### src/rtl/inst_fetch.sv
// Instruction-fetch front end: drives the instruction ROM with the fetch PC,
// captures each returned word into a small {pc, inst} prefetch FIFO, and hands
// the FIFO head to decode over a valid/ready handshake. Handles stall, branch
// redirect and flush (flush outranks branch).
module inst_fetch #(
  parameter int                 ADDR_W   = 64,
  parameter int                 INST_W   = 64,
  parameter logic [ADDR_W-1:0]  RESET_PC = '0,
  parameter int                 DEPTH    = 2
) (
  input  logic              clk,
  input  logic              rst,
  output logic              rom_ce_o,
  output logic [ADDR_W-1:0] rom_addr_o,
  input  logic [INST_W-1:0] rom_inst_i,
  input  logic              stall_i,
  input  logic              flush_i,
  input  logic [ADDR_W-1:0] new_pc_i,
  input  logic              branch_flag_i,
  input  logic [ADDR_W-1:0] branch_target_i,
  output logic              inst_valid_o,
  output logic [INST_W-1:0] inst_o,
  output logic [ADDR_W-1:0] inst_pc_o,
  input  logic              inst_ready_i
);

  localparam int PTR_W = (DEPTH > 1) ? $clog2(DEPTH) : 1;
  localparam int CNT_W = PTR_W + 1;

  typedef enum logic {IDLE, FETCH} state_t;

  state_t            state, state_next;
  logic [ADDR_W-1:0] pc;
  logic [CNT_W-1:0]  count, count_next;
  logic [PTR_W-1:0]  rd_ptr, wr_ptr;
  logic [ADDR_W-1:0] pc_mem   [DEPTH];
  logic [INST_W-1:0] inst_mem [DEPTH];
  logic              full, deq, fire;

  // Redirect targets are forced onto an 8-byte instruction boundary.
  function automatic logic [ADDR_W-1:0] align8(input logic [ADDR_W-1:0] a);
    return {a[ADDR_W-1:3], 3'b000};
  endfunction

  assign full         = (count == CNT_W'(DEPTH));
  assign inst_valid_o = (count != '0);
  assign deq          = inst_valid_o & inst_ready_i;
  // A full FIFO may still accept a push when the head leaves on the same edge.
  assign fire         = rom_ce_o & ~stall_i & ~flush_i & ~branch_flag_i & (~full | deq);
  assign rom_addr_o   = pc;
  assign inst_o       = inst_valid_o ? inst_mem[rd_ptr] : '0;
  assign inst_pc_o    = inst_valid_o ? pc_mem[rd_ptr]   : '0;

  // Fetch-enable state register: IDLE while in reset, FETCH afterwards.
  always_ff @(posedge clk) begin
    if (rst) state <= IDLE;
    else     state <= state_next;
  end

  // Next-state and ROM enable decode.
  always_comb begin
    state_next = state;
    rom_ce_o   = 1'b0;
    case (state)
      IDLE:    state_next = FETCH;
      FETCH:   rom_ce_o   = 1'b1;
      default: state_next = IDLE;
    endcase
  end

  // Occupancy after a simultaneous push/pop is unchanged.
  always_comb begin
    count_next = count;
    if (fire && !deq)      count_next = count + CNT_W'(1);
    else if (!fire && deq) count_next = count - CNT_W'(1);
  end

  // PC and FIFO control: flush beats branch beats normal fetch.
  always_ff @(posedge clk) begin
    if (rst) begin
      pc     <= RESET_PC;
      count  <= '0;
      rd_ptr <= '0;
      wr_ptr <= '0;
    end else if (flush_i) begin
      pc     <= align8(new_pc_i);
      count  <= '0;
      rd_ptr <= '0;
      wr_ptr <= '0;
    end else if (branch_flag_i) begin
      pc     <= align8(branch_target_i);
      count  <= '0;
      rd_ptr <= '0;
      wr_ptr <= '0;
    end else begin
      if (fire) begin
        pc     <= pc + ADDR_W'(8);
        wr_ptr <= wr_ptr + PTR_W'(1);
      end
      if (deq) rd_ptr <= rd_ptr + PTR_W'(1);
      count <= count_next;
    end
  end

  // FIFO payload storage; written at the tail on every fetch.
  always_ff @(posedge clk) begin
    if (fire) begin
      pc_mem[wr_ptr]   <= pc;
      inst_mem[wr_ptr] <= rom_inst_i;
    end
  end

endmodule
### config.mk
export PLATFORM = sky130hd
export DESIGN_NAME = inst_fetch
export DESIGN_NICKNAME = d
export VERILOG_FILES = /design/src/rtl/inst_fetch.sv
export SDC_FILE = /design/constraint.sdc
export NUM_CORES = 1
export LEC_CHECK = 0
export BUFFER_PORTS_ARGS = -buffer_cell sky130_fd_sc_hd__buf_4
export CAP_MARGIN = 15
export CELL_PAD_IN_SITES_DETAIL_PLACEMENT = 1
export CELL_PAD_IN_SITES_GLOBAL_PLACEMENT = 1
export CORE_MARGIN = 2
export CORE_UTILIZATION = 35
export CTS_CLUSTER_DIAMETER = 50
export DETAILED_ROUTE_END_ITERATION = 12
export MAX_ROUTING_LAYER = met4
export PLACE_DENSITY_LB_ADDON = 0.1
export REMOVE_ABC_BUFFERS = 1
export SYNTH_ARGS = -nofsm -noshare
export SYNTH_HDL_FRONTEND = slang
export SYNTH_SLANG_ARGS = --single-unit
### constraint.sdc
create_clock -name clk -period 8.7 [get_ports clk]
set_input_delay 0.435 -clock clk [delete_from_list [all_inputs] [get_ports clk]]
set_output_delay 0.435 -clock clk [all_outputs]
set_load 0.05 [all_outputs]
======== Word level (Yosys, flattened, before mapping) ========
Memory sizes are Yosys's and may differ from the RTL's. A register that Yosys moved wholly into a read port is not among the register bits.
Cells that the tools add are included.
storage, ports and cells
  register bits ........................... 69
  bits in writable memories ............... 256
  input bits .............................. 198
  output and inout bits ................... 194
  word-level logic and storage cells ...... 47
  memories kept ........................... 2
cells by class
  $add $sub $neg .......................... 5
  eq/ne operators ......................... 1
  mux-type cells .......................... 15
  bitwise logic cells ..................... 10
  reduce and logical (&&, ||, !) cells .... 8
memories
  memory    words  width  rd ports  clocked after Yosys merged registers in  write ports  line  RTL
  inst_mem  2      64     1         1                                        1            37    logic [INST_W-1:0] inst_mem [DEPTH];
  pc_mem    2      64     1         1                                        1            36    logic [ADDR_W-1:0] pc_mem [DEPTH];
operators by type and width
  kind                   number
  $mux 64                5
  $add 64x4->64 const B  1
  $mux 1                 8
  $and 1x1->1            5
  $mux 2                 2
  $not 1->1              4
  $reduce_bool 2->1      2
  $reduce_bool 3->1      1
  $reduce_or 3->1        1
  $add 1x1->1 const B    2
  $add 2x1->2 const B    1
  $eq 2x2->1 const B     1
  $logic_and 1x1->1      2
  $logic_not 1->1        2
  $sub 2x1->2 const B    1
  $or 1x1->1             1

======== Longest topological paths before layout ========
Gate-level depths: netlist (run 1).
  depth after elaboration ................. 9
  gate-level depth with buffers ........... 10
  depth with buffers taken out ............ 8

======== Worst setup path after synthesis (run 1) ========
No wires, ideal clock.
  path kind ............................... register to register
  start point ............................. reg state
  end point ............................... mem inst_mem[0][0], enable pin
  setup time .............................. 611 ps
  arrival time ............................ 6,487 ps
  data required time ...................... 8,089 ps
  path slack .............................. 1,602 ps
  stages on the path, launching flop included .. 6
  buffers on the path ..................... 1
  period minus slack after synthesis ...... 7,098 ps
  cell sequence ........................... dfxtp_1 nor2b_1 and2_1 clkbuf_1 nand2_1 nor2_1
on the way
  word-level cells in the longest chain between the ends .. 7
RTL lines
  element                       line  RTL
  start: declaration            32    state_t state, state_next;
  start signal: assignment      57    else state <= state_next;
  $mux 1                        64    case (state)
  $and 1x1->1 (4 in series)     49    assign fire = rom_ce_o & ~stall_i & ~flush_i & ~branch_flag_i & (~full | deq);
  $mux 1                        107   if (fire) begin
  $mux 1 (implied by the code)  109   inst_mem[wr_ptr] <= rom_inst_i;
  end: declaration              37
No other way between the ends.

======== Worst setup path after layout (run 1) ========
  start point ............................. reg pc[3], in the netlist rom_addr_o[3]
  end point ............................... reg pc[53], in the netlist rom_addr_o[53]
on the way
  word-level cells in the longest chain between the ends .. 4
RTL lines
  element                   line  RTL
  start: declaration        33    logic [ADDR_W-1:0] pc;
  start signal: assignment  86    pc <= align8(new_pc_i);
  start signal: assignment  91    pc <= align8(branch_target_i);
  start signal: assignment  97    pc <= pc + ADDR_W'(8);
  $add 64x4->64             97
  $mux 64                   96    if (fire) begin
  $mux 64                   90    end else if (branch_flag_i) begin
  $mux 64                   85    end else if (flush_i) begin
No other way between the ends. The select of a mux whose other input is x is not followed.
A chain may end at the register's enable or synchronous reset.

==> results.txt, run 1 <==
Share of layout cells above drive strength 1 - 30.1%
Largest net degree at the start of global routing - 72
Worst EP arrival - 4.00 ns
Asr flop ratio synth - 0%
Synth area leader - edfxtp_1
Pleak - 6.81 nW
Post-route setup TNS - 0 ns
Num rows - 73
WHS Path Cells - 1
Main flop type after synthesis - edfxtp_1
Initial antenna violation count - 4
Router iterations before antenna repair - 4
CP Data Required Time - 9.17 ns
Final setup fails - 0
Sequential area share after synthesis - 62.6%
Remaining global-route overflow - 0
#FFs+latches synth - 317
Antenna-violating nets left - 0
P per Cell Area - 201 nW/um^2
Max H-tree Level - 2
Post-CTS sizing - 0
Yosys cell types - 68
Average size of a mapped cell - 11.9 sq um
Final hold violation count - 0
DP Wirelength - 32.6 mm
Crit path max fanout - 14
CTS tree - built
Outcome - finished, final reports clean
Nets - 1754
Final Skew - 0.0192 ns
Area of the die - 42000 sq um
Setup crit start kind - register
CP endpoint kind - register
Final worst path period share - 40.6%
Finished Core Util - 47.3%
Final cell count without fillers - 2112
Combinational Power Share - 9.7%
Worst Tran Pin Value - 1.07 ns
Slew HR - 28.7%
Total of max-cap violations - 0
Net Sw Frac - 25.3%
Synth area leaders - edfxtp_1 53%, dfxtp_1 9.5%, mux2i_1 9.3%, nor2_1 4.9%, a21oi_1 2.2%
All-layer global routing usage - 23.4%
Post-synthesis mux area share - 9.36%
Worst min path class - in -> reg
Setup bufs post-CTS - 0
Port buffer count - 379
Pint - 2.83 mW
Die W - 205 microns
Post-synth EDFFs - 250
Post-Synth Simple-Gate Area - 13.6%
Post-Synthesis Cells - 1190
Max VDD drop - 150 uV
Hold Slack - 0.0525 ns
Vias - 11127
R2R cell count - 7
Post-route DRC - 0
Die H - 205 microns
Largest family of logic cells by synthesized area - simple AND/OR/NAND/NOR gates
Final WL - 48.5 mm
First-pass GRT wire length - 71.7 mm
# placed instances - 2035
WS Path Type - reg -> reg
Worst-case clock buffer depth - 3
Post-synthesis xor/xnor area fraction - 1.67%
Vias in the first global route - 11486
Top cell type's share of synthesized area - 53.1%
Commonest cells after routing, fill and taps aside - 396 x buf_4, 250 x edfxtp_1, 179 x nor2_1
Routed WL per cell - 23.0 microns
Compound-gate portion of the synthesized area - 9.68%
Area Overhead vs Synth - 33.3%
Leading cell type in the layout, fill and taps excluded - buf_4
Root buf cell - clkbuf_16
RSZ-0062 raised after global routing - false
GPL Wtd Cong - 0.780
Fmax - 0.283 GHz
Core region area - 39800 sq um
Vias per inst - 5.27
Clock network power share - 44.6%
Initial Util - 35.5%
Starting DRT DRC Count - 492
Ports - 392
Sequential power share - 45.8%
Net Sw Power - 955 uW
Clk slew on worst S/H paths - 0.06 ns
CTS sink cnt - 317
Final Max Slew Viols - 0
CTS Hold Bufs - 0
Adder-Cell Fraction of Synth Area - 0.177%
Final min period - 3.53 ns
Netlist Area Pre-Place - 14100 sq um
Synth warnings - 0
Number of CTS-inserted buffers - 42
Clock Latency Late Sink - 0.56 ns
-- Yosys cell counts, types with 14 or more instances --
cell / instances
nand3_1: 31
nand2_1: 62
edfxtp_1: 250
inv_1: 16
nor3_1: 30
o211ai_1: 19
clkbuf_1: 52
dfxtp_1: 67
nor4_1: 19
nor2_1: 184
nand4_1: 19
o21ai_0: 36
mux2i_1: 131
buf_1: 18
a211oi_1: 20
a21oi_1: 61
xor2_1: 14
-- metal layers --
| metal | part of all wire [%] | wire (microns) | GRT usage (%) | vias up |
|---|---|---|---|---|
| li1 | - | - | - | 5185 |
| met1 | 44 | 21200 | 30.0 | 5552 |
| met2 | 47 | 22800 | 36.5 | 320 |
| met3 | 7.2 | 3500 | 5.89 | 70 |
| met4 | 2.3 | 1100 | 6.96 | 0 |
| met5 | 0 | 0 | - | - |
-- worst max-delay path, stage by stage (launching register included) --
cell      delay [ns]
dfxtp_1         0.53
ha_1            0.37
nand2_1         0.12
nor4_1          0.54
nand4_1         0.81
nor4_1          0.64
a41oi_1         0.18
a311oi_1        0.25
-- area by class of cell --
type / instances / area, sq um
sequential: 317 / 8850
antenna: 3 / 7.51
timing repair buffer: 396 / 2970
clock inverter: 22 / 220
fill: 4289 / 21000
multi-input combinational: 781 / 4930
tap: 525 / 657
clock buffer: 52 / 1130
inverter: 16 / 60.1
-- per-stage QoR --
step / worst slack, ns / cell area (sq um) / power (mW)
2_1_floorplan: 1.43 / 13800 / 1.94
3_3_place_gp: 5.01 / 17500 / 2.12
3_5_place_dp: 5.04 / 17500 / 2.13
4_1_cts: 5.22 / 18800 / 3.83
5_1_grt: 4.97 / 18800 / 3.91
6_report: 5.17 / 18800 / 3.78
-- power by group through the flow --
stage	Combinational [mW]	Sequential (mW)	Clock, mW
floorplan	0.117	1.82	0
global placement	0.361	1.76	0
detailed placement	0.368	1.76	0
CTS	0.369	1.73	1.73
global route	0.390	1.74	1.79
finish	0.365	1.73	1.69
-- logic make-up (layout without fill, tap and decap cells) --
family,after synthesis,count (layout)
AOI/OAI and AO/OA,208,208
other,1,9
xor gates and xnor gates,27,27
DFF,317,317
muxes,132,132
buffers and inverters,97,486
and+or+nand+nor,406,406
adders and majority gates,2,2
-- final timing paths --
kind / start / end / slack [ns]
max: rom_addr_o[3]$_SDFFE_PP0P_ / rom_addr_o[53]$_SDFFE_PP0P_ / 5.17
min: rom_inst_i[45] / inst_mem[0][45]$_DFFE_PP_ / 0.05
max reg2reg: rom_addr_o[3]$_SDFFE_PP0P_ / rom_addr_o[53]$_SDFFE_PP0P_ / 5.17
min reg2reg: rd_ptr$_SDFFE_PP0P_ / register / 0.52
-- sequential cells by signal, summed over array words and instances (netlist names), named ones only --
register / cells
state: 1
rom_addr_o: 61
rd_ptr: 1
wr_ptr: 1
pc_mem: 122
inst_mem: 128
count: 2
No activity file was read; power rests on OpenSTA's default activity.
==> run 2, diff against run 1 <==
--- a/config.mk
+++ b/config.mk
@@ -5,6 +5,7 @@
 export SDC_FILE = /design/constraint.sdc
 export NUM_CORES = 1
 export LEC_CHECK = 0
+export ABC_AREA = 1
 export BUFFER_PORTS_ARGS = -buffer_cell sky130_fd_sc_hd__buf_4
 export CAP_MARGIN = 15
 export CELL_PAD_IN_SITES_DETAIL_PLACEMENT = 1
==> constraint.sdc (replaced) <==
create_clock -name clk -period 3.43 [get_ports clk]
set_input_delay 0.1715 -clock clk [delete_from_list [all_inputs] [get_ports clk]]
set_output_delay 0.1715 -clock clk [all_outputs]
set_load 0.05 [all_outputs]
==> run 2 against run 1 <==
  * Via count is 24% higher
  * Final cell count rose by 30%
  * Wire length rose by 16%
  * Utilization is 3.7 points higher
  * Non-clock buffer count grew 168
  * Synthesized cell count is 38% higher
  * Global-route usage up 2.8 points
  * Final area up 14%
  * Area after synthesis grew 5.2%
  * Combinational power rose to 3.3 times the previous value
==> results.txt, run 2 <==
Routed WL per cell - 20.5 microns (was 23.0 microns)
Combinational Power Share - 12.0% (was 9.7%)
Setup bufs post-CTS - 0 (unchanged)
Largest net degree at the start of global routing - 83 (was 72)
Post-synth EDFFs - 250 (unchanged)
Vias - 13853 (was 11127)
Vias per inst - 5.04 (was 5.27)
Post-synthesis xor/xnor area fraction - 2.06% (was 1.67%)
Fmax - 0.335 GHz (was 0.283 GHz)
Commonest cells after routing, fill and taps aside - 483 x nand2_1, 391 x buf_4, 250 x edfxtp_1 (was 396 x buf_4, 250 x edfxtp_1, 179 x nor2_1)
CP endpoint kind - register (unchanged)
Hold Slack - 0.0173 ns (was 0.0525 ns)
#FFs+latches synth - 317 (unchanged)
Area of the die - 44100 sq um (was 42000 sq um)
Share of layout cells above drive strength 1 - 23.5% (was 30.1%)
Final cell count without fillers - 2746 (was 2112)
Largest family of logic cells by synthesized area - simple AND/OR/NAND/NOR gates (unchanged)
Post-Synthesis Cells - 1646 (was 1190)
Worst Tran Pin Value - 0.906 ns (was 1.07 ns)
Max reg flops - 128 (unchanged)
Net Sw Frac - 26.0% (was 25.3%)
Placed inst area - 18400 sq um (was 17500 sq um)
Root buf cell - clkbuf_16 (unchanged)
Crit-path slowest cell - dlygate4sd3_1 (was nand4_1)
Yosys cell types - 38 (was 68)
Post-route DRC - 0 (unchanged)
Setup crit start kind - register (unchanged)
Worst min path class - in -> reg (unchanged)
Remaining global-route overflow - 0 (unchanged)
Starting DRT DRC Count - 753 (was 492)
Count leader, synth - nand2_1 (was edfxtp_1)
DP Wirelength - 38.7 mm (was 32.6 mm)
# placed instances - 2502 (was 2035)
Pre-CTS setup slack - 0.979 ns (was 5.04 ns)
Worst Path Buf+Inv - 1 (was 0)
Final WL - 56.3 mm (was 48.5 mm)
P per Cell Area - 467 nW/um^2 (was 201 nW/um^2)
CP Cell Sequence - ha_1, nand3_1, nor2_2, nand3_1, nor2_1, nand2_1, nor2_2, nand2_1, nand2_1, nand2_1, nand2_1, dlygate4sd3_1, a21oi_2 (was ha_1, nand2_1, nor4_1, nand4_1, nor4_1, a41oi_1, a311oi_1)
Compound-gate portion of the synthesized area - 11.3% (was 9.68%)
Number of CTS-inserted buffers - 42 (unchanged)
Ports - 392 (unchanged)
Synth area leader - edfxtp_1 (unchanged)
Post-route setup TNS - 0 ns (unchanged)
Antenna-violating nets left - 0 (unchanged)
Average size of a mapped cell - 9.03 sq um (was 11.9 sq um)
RSZ-0062 raised after global routing - false (unchanged)
Final Max Slew Viols - 0 (unchanged)
Asr flop ratio synth - 0% (unchanged)
Initial antenna violation count - 7 (was 4)
Sequential area share after synthesis - 59.5% (was 62.6%)
GPL Wtd Cong - 0.939 (was 0.780)
Adder-Cell Fraction of Synth Area - 0.168% (was 0.177%)
Max stage delay on crit path - 0.56 ns (was 0.81 ns)
Final non-filler cell area - 21400 sq um (was 18800 sq um)
CTS tree - built (unchanged)
Leading cell type in the layout, fill and taps excluded - nand2_1 (was buf_4)
Total of max-cap violations - 0 (unchanged)
Vias in the first global route - 14740 (was 11486)
Final min period - 2.99 ns (was 3.53 ns)
Post-synthesis mux area share - 0% (was 9.36%)
Largest Register - inst_mem (unchanged)
Final hold violation count - 0 (unchanged)
Post-synth top cells - 483 x nand2_1, 250 x edfxtp_1, 246 x a21oi_1, 181 x nor2_1, 76 x o21ai_0 (was 250 x edfxtp_1, 184 x nor2_1, 131 x mux2i_1, 67 x dfxtp_1, 62 x nand2_1)
Post-route setup slack - 0.444 ns (was 5.17 ns)
Worst EP arrival - 3.42 ns (was 4.00 ns)
Outcome - finished, final reports clean (unchanged)
CTS sink cnt - 317 (unchanged)
Worst-case clock buffer depth - 3 (unchanged)
Top cell type's share of synthesized area - 50.5% (was 53.1%)
Sequential power share - 44.3% (was 45.8%)
All-layer global routing usage - 26.1% (was 23.4%)
Family with the most delay on the worst path - simple AND/OR/NAND/NOR gates (unchanged)
Total power - 9.98 mW (was 3.78 mW)
Net Sw Power - 2.60 mW (was 955 uW)
Main flop type after synthesis - edfxtp_1 (unchanged)
Pleak - 8.55 nW (was 6.81 nW)
Port buffer count - 379 (unchanged)
Num rows - 75 (was 73)
Core region area - 41900 sq um (was 39800 sq um)
Finished Core Util - 51.0% (was 47.3%)
Max VDD drop - 323 uV (was 150 uV)
Synth area leaders - edfxtp_1 50%, nand2_1 12%, dfxtp_1 9.0%, a21oi_1 8.3%, nor2_1 4.6% (was edfxtp_1 53%, dfxtp_1 9.5%, mux2i_1 9.3%, nor2_1 4.9%, a21oi_1 2.2%)
Clock Latency Late Sink - 0.57 ns (was 0.56 ns)
Initial Util - 35.4% (was 35.5%)
Filler cells - 4819 (was 4289)
Router iterations before antenna repair - 5 (was 4)
Area Overhead vs Synth - 43.8% (was 33.3%)
Max H-tree Level - 2 (unchanged)
Slew HR - 39.6% (was 28.7%)
Synth warnings - 0 (unchanged)
CP most frequent cell - nand2_1 (was nor4_1)
Crit path max fanout - 7 (was 14)
WS Path Type - reg -> reg (unchanged)
Final worst path period share - 87.1% (was 40.6%)
Nets - 2369 (was 1754)
Final setup fails - 0 (unchanged)
Post-Synth Simple-Gate Area - 22.6% (was 13.6%)
Clock network power share - 43.7% (was 44.6%)
CP Data Required Time - 3.87 ns (was 9.17 ns)
First-pass GRT wire length - 86.2 mm (was 71.7 mm)
Die H - 210 microns (was 205 microns)
Reg2reg setup slack - 0.44 ns (was 5.17 ns)
Pint - 7.38 mW (was 2.83 mW)
Final Skew - 0.0196 ns (was 0.0192 ns)
Clk slew on worst S/H paths - 0.05 ns (was 0.06 ns)
Die W - 210 microns (was 205 microns)
Netlist Area Pre-Place - 14900 sq um (was 14100 sq um)
==> run 2: logic make-up after synthesis <==
group | count (synthesis)
AND/OR/NAND/NOR | 799
AO/OA/AOI/OAI | 334
flip-flops | 317
buffers and inverters | 158
XOR/XNOR | 35
adder cells (fa/ha/maj) | 2
other | 1
==> run 2: cell type report <==
| type | instances | area [sq um] | area share [%] |
|---|---|---|---|
| antenna | 8 | 20.0 | 0.0936 |
| clock buffer | 52 | 1110 | 5.19 |
| clock inverter | 22 | 263 | 1.23 |
| inverter | 68 | 260 | 1.22 |
| multi-input combinational | 1176 | 5420 | 25.4 |
| sequential | 317 | 8850 | 41.4 |
| tap | 539 | 674 | 3.15 |
| timing repair buffer | 564 | 4780 | 22.3 |
==> run 2: worst register-to-register path: stages, from the launching register on <==
cell and delay [ns]:
dfxtp_1 0.50, ha_1 0.33, nand3_1 0.23, nor2_2 0.27
nand3_1 0.10, nor2_1 0.22, nand2_1 0.15, nor2_2 0.20
nand2_1 0.08, nand2_1 0.07, nand2_1 0.06, nand2_1 0.06
dlygate4sd3_1 0.56, a21oi_2 0.05
==> run 2: path summary, 6_finish.rpt <==
kind | from | endpoint | depth (start not counted)
worst max-delay path | rom_addr_o[3]$_SDFFE_PP0P_ | rom_addr_o[41]$_SDFFE_PP0P_ | 13
worst min-delay path | branch_target_i[40] | rom_addr_o[40]$_SDFFE_PP0P_ | 5
worst max register to register | rom_addr_o[3]$_SDFFE_PP0P_ | rom_addr_o[41]$_SDFFE_PP0P_ | 13
worst min register to register | rd_ptr$_SDFFE_PP0P_ | register | 2
==> run 2: power groups by stage <==
| stage | clock network (mW) | registers (mW) | logic, mW |
|---|---|---|---|
| finish | 4.36 | 4.43 | 1.20 |
| global route | 4.61 | 4.44 | 1.29 |
| CTS | 4.47 | 4.43 | 1.20 |
| detailed placement | 0 | 4.50 | 1.02 |
| global placement | 0 | 4.50 | 1.00 |
| floorplan | 0 | 4.65 | 0.346 |
==> run 2: per-layer routing <==
| metal | track usage, % | part of all wire [%] |
|---|---|---|
| met1 | 32.7 | 44 |
| met4 | 8.49 | 3.2 |
| met3 | 5.18 | 5.2 |
| met5 | - | 0 |
| met2 | 42.7 | 48 |
==> run 2: what timing repair did <==
item	in CTS	in global routing
endpoints found under the hold margin	190	0
hold buffers	162	0
resized for setup	0	0
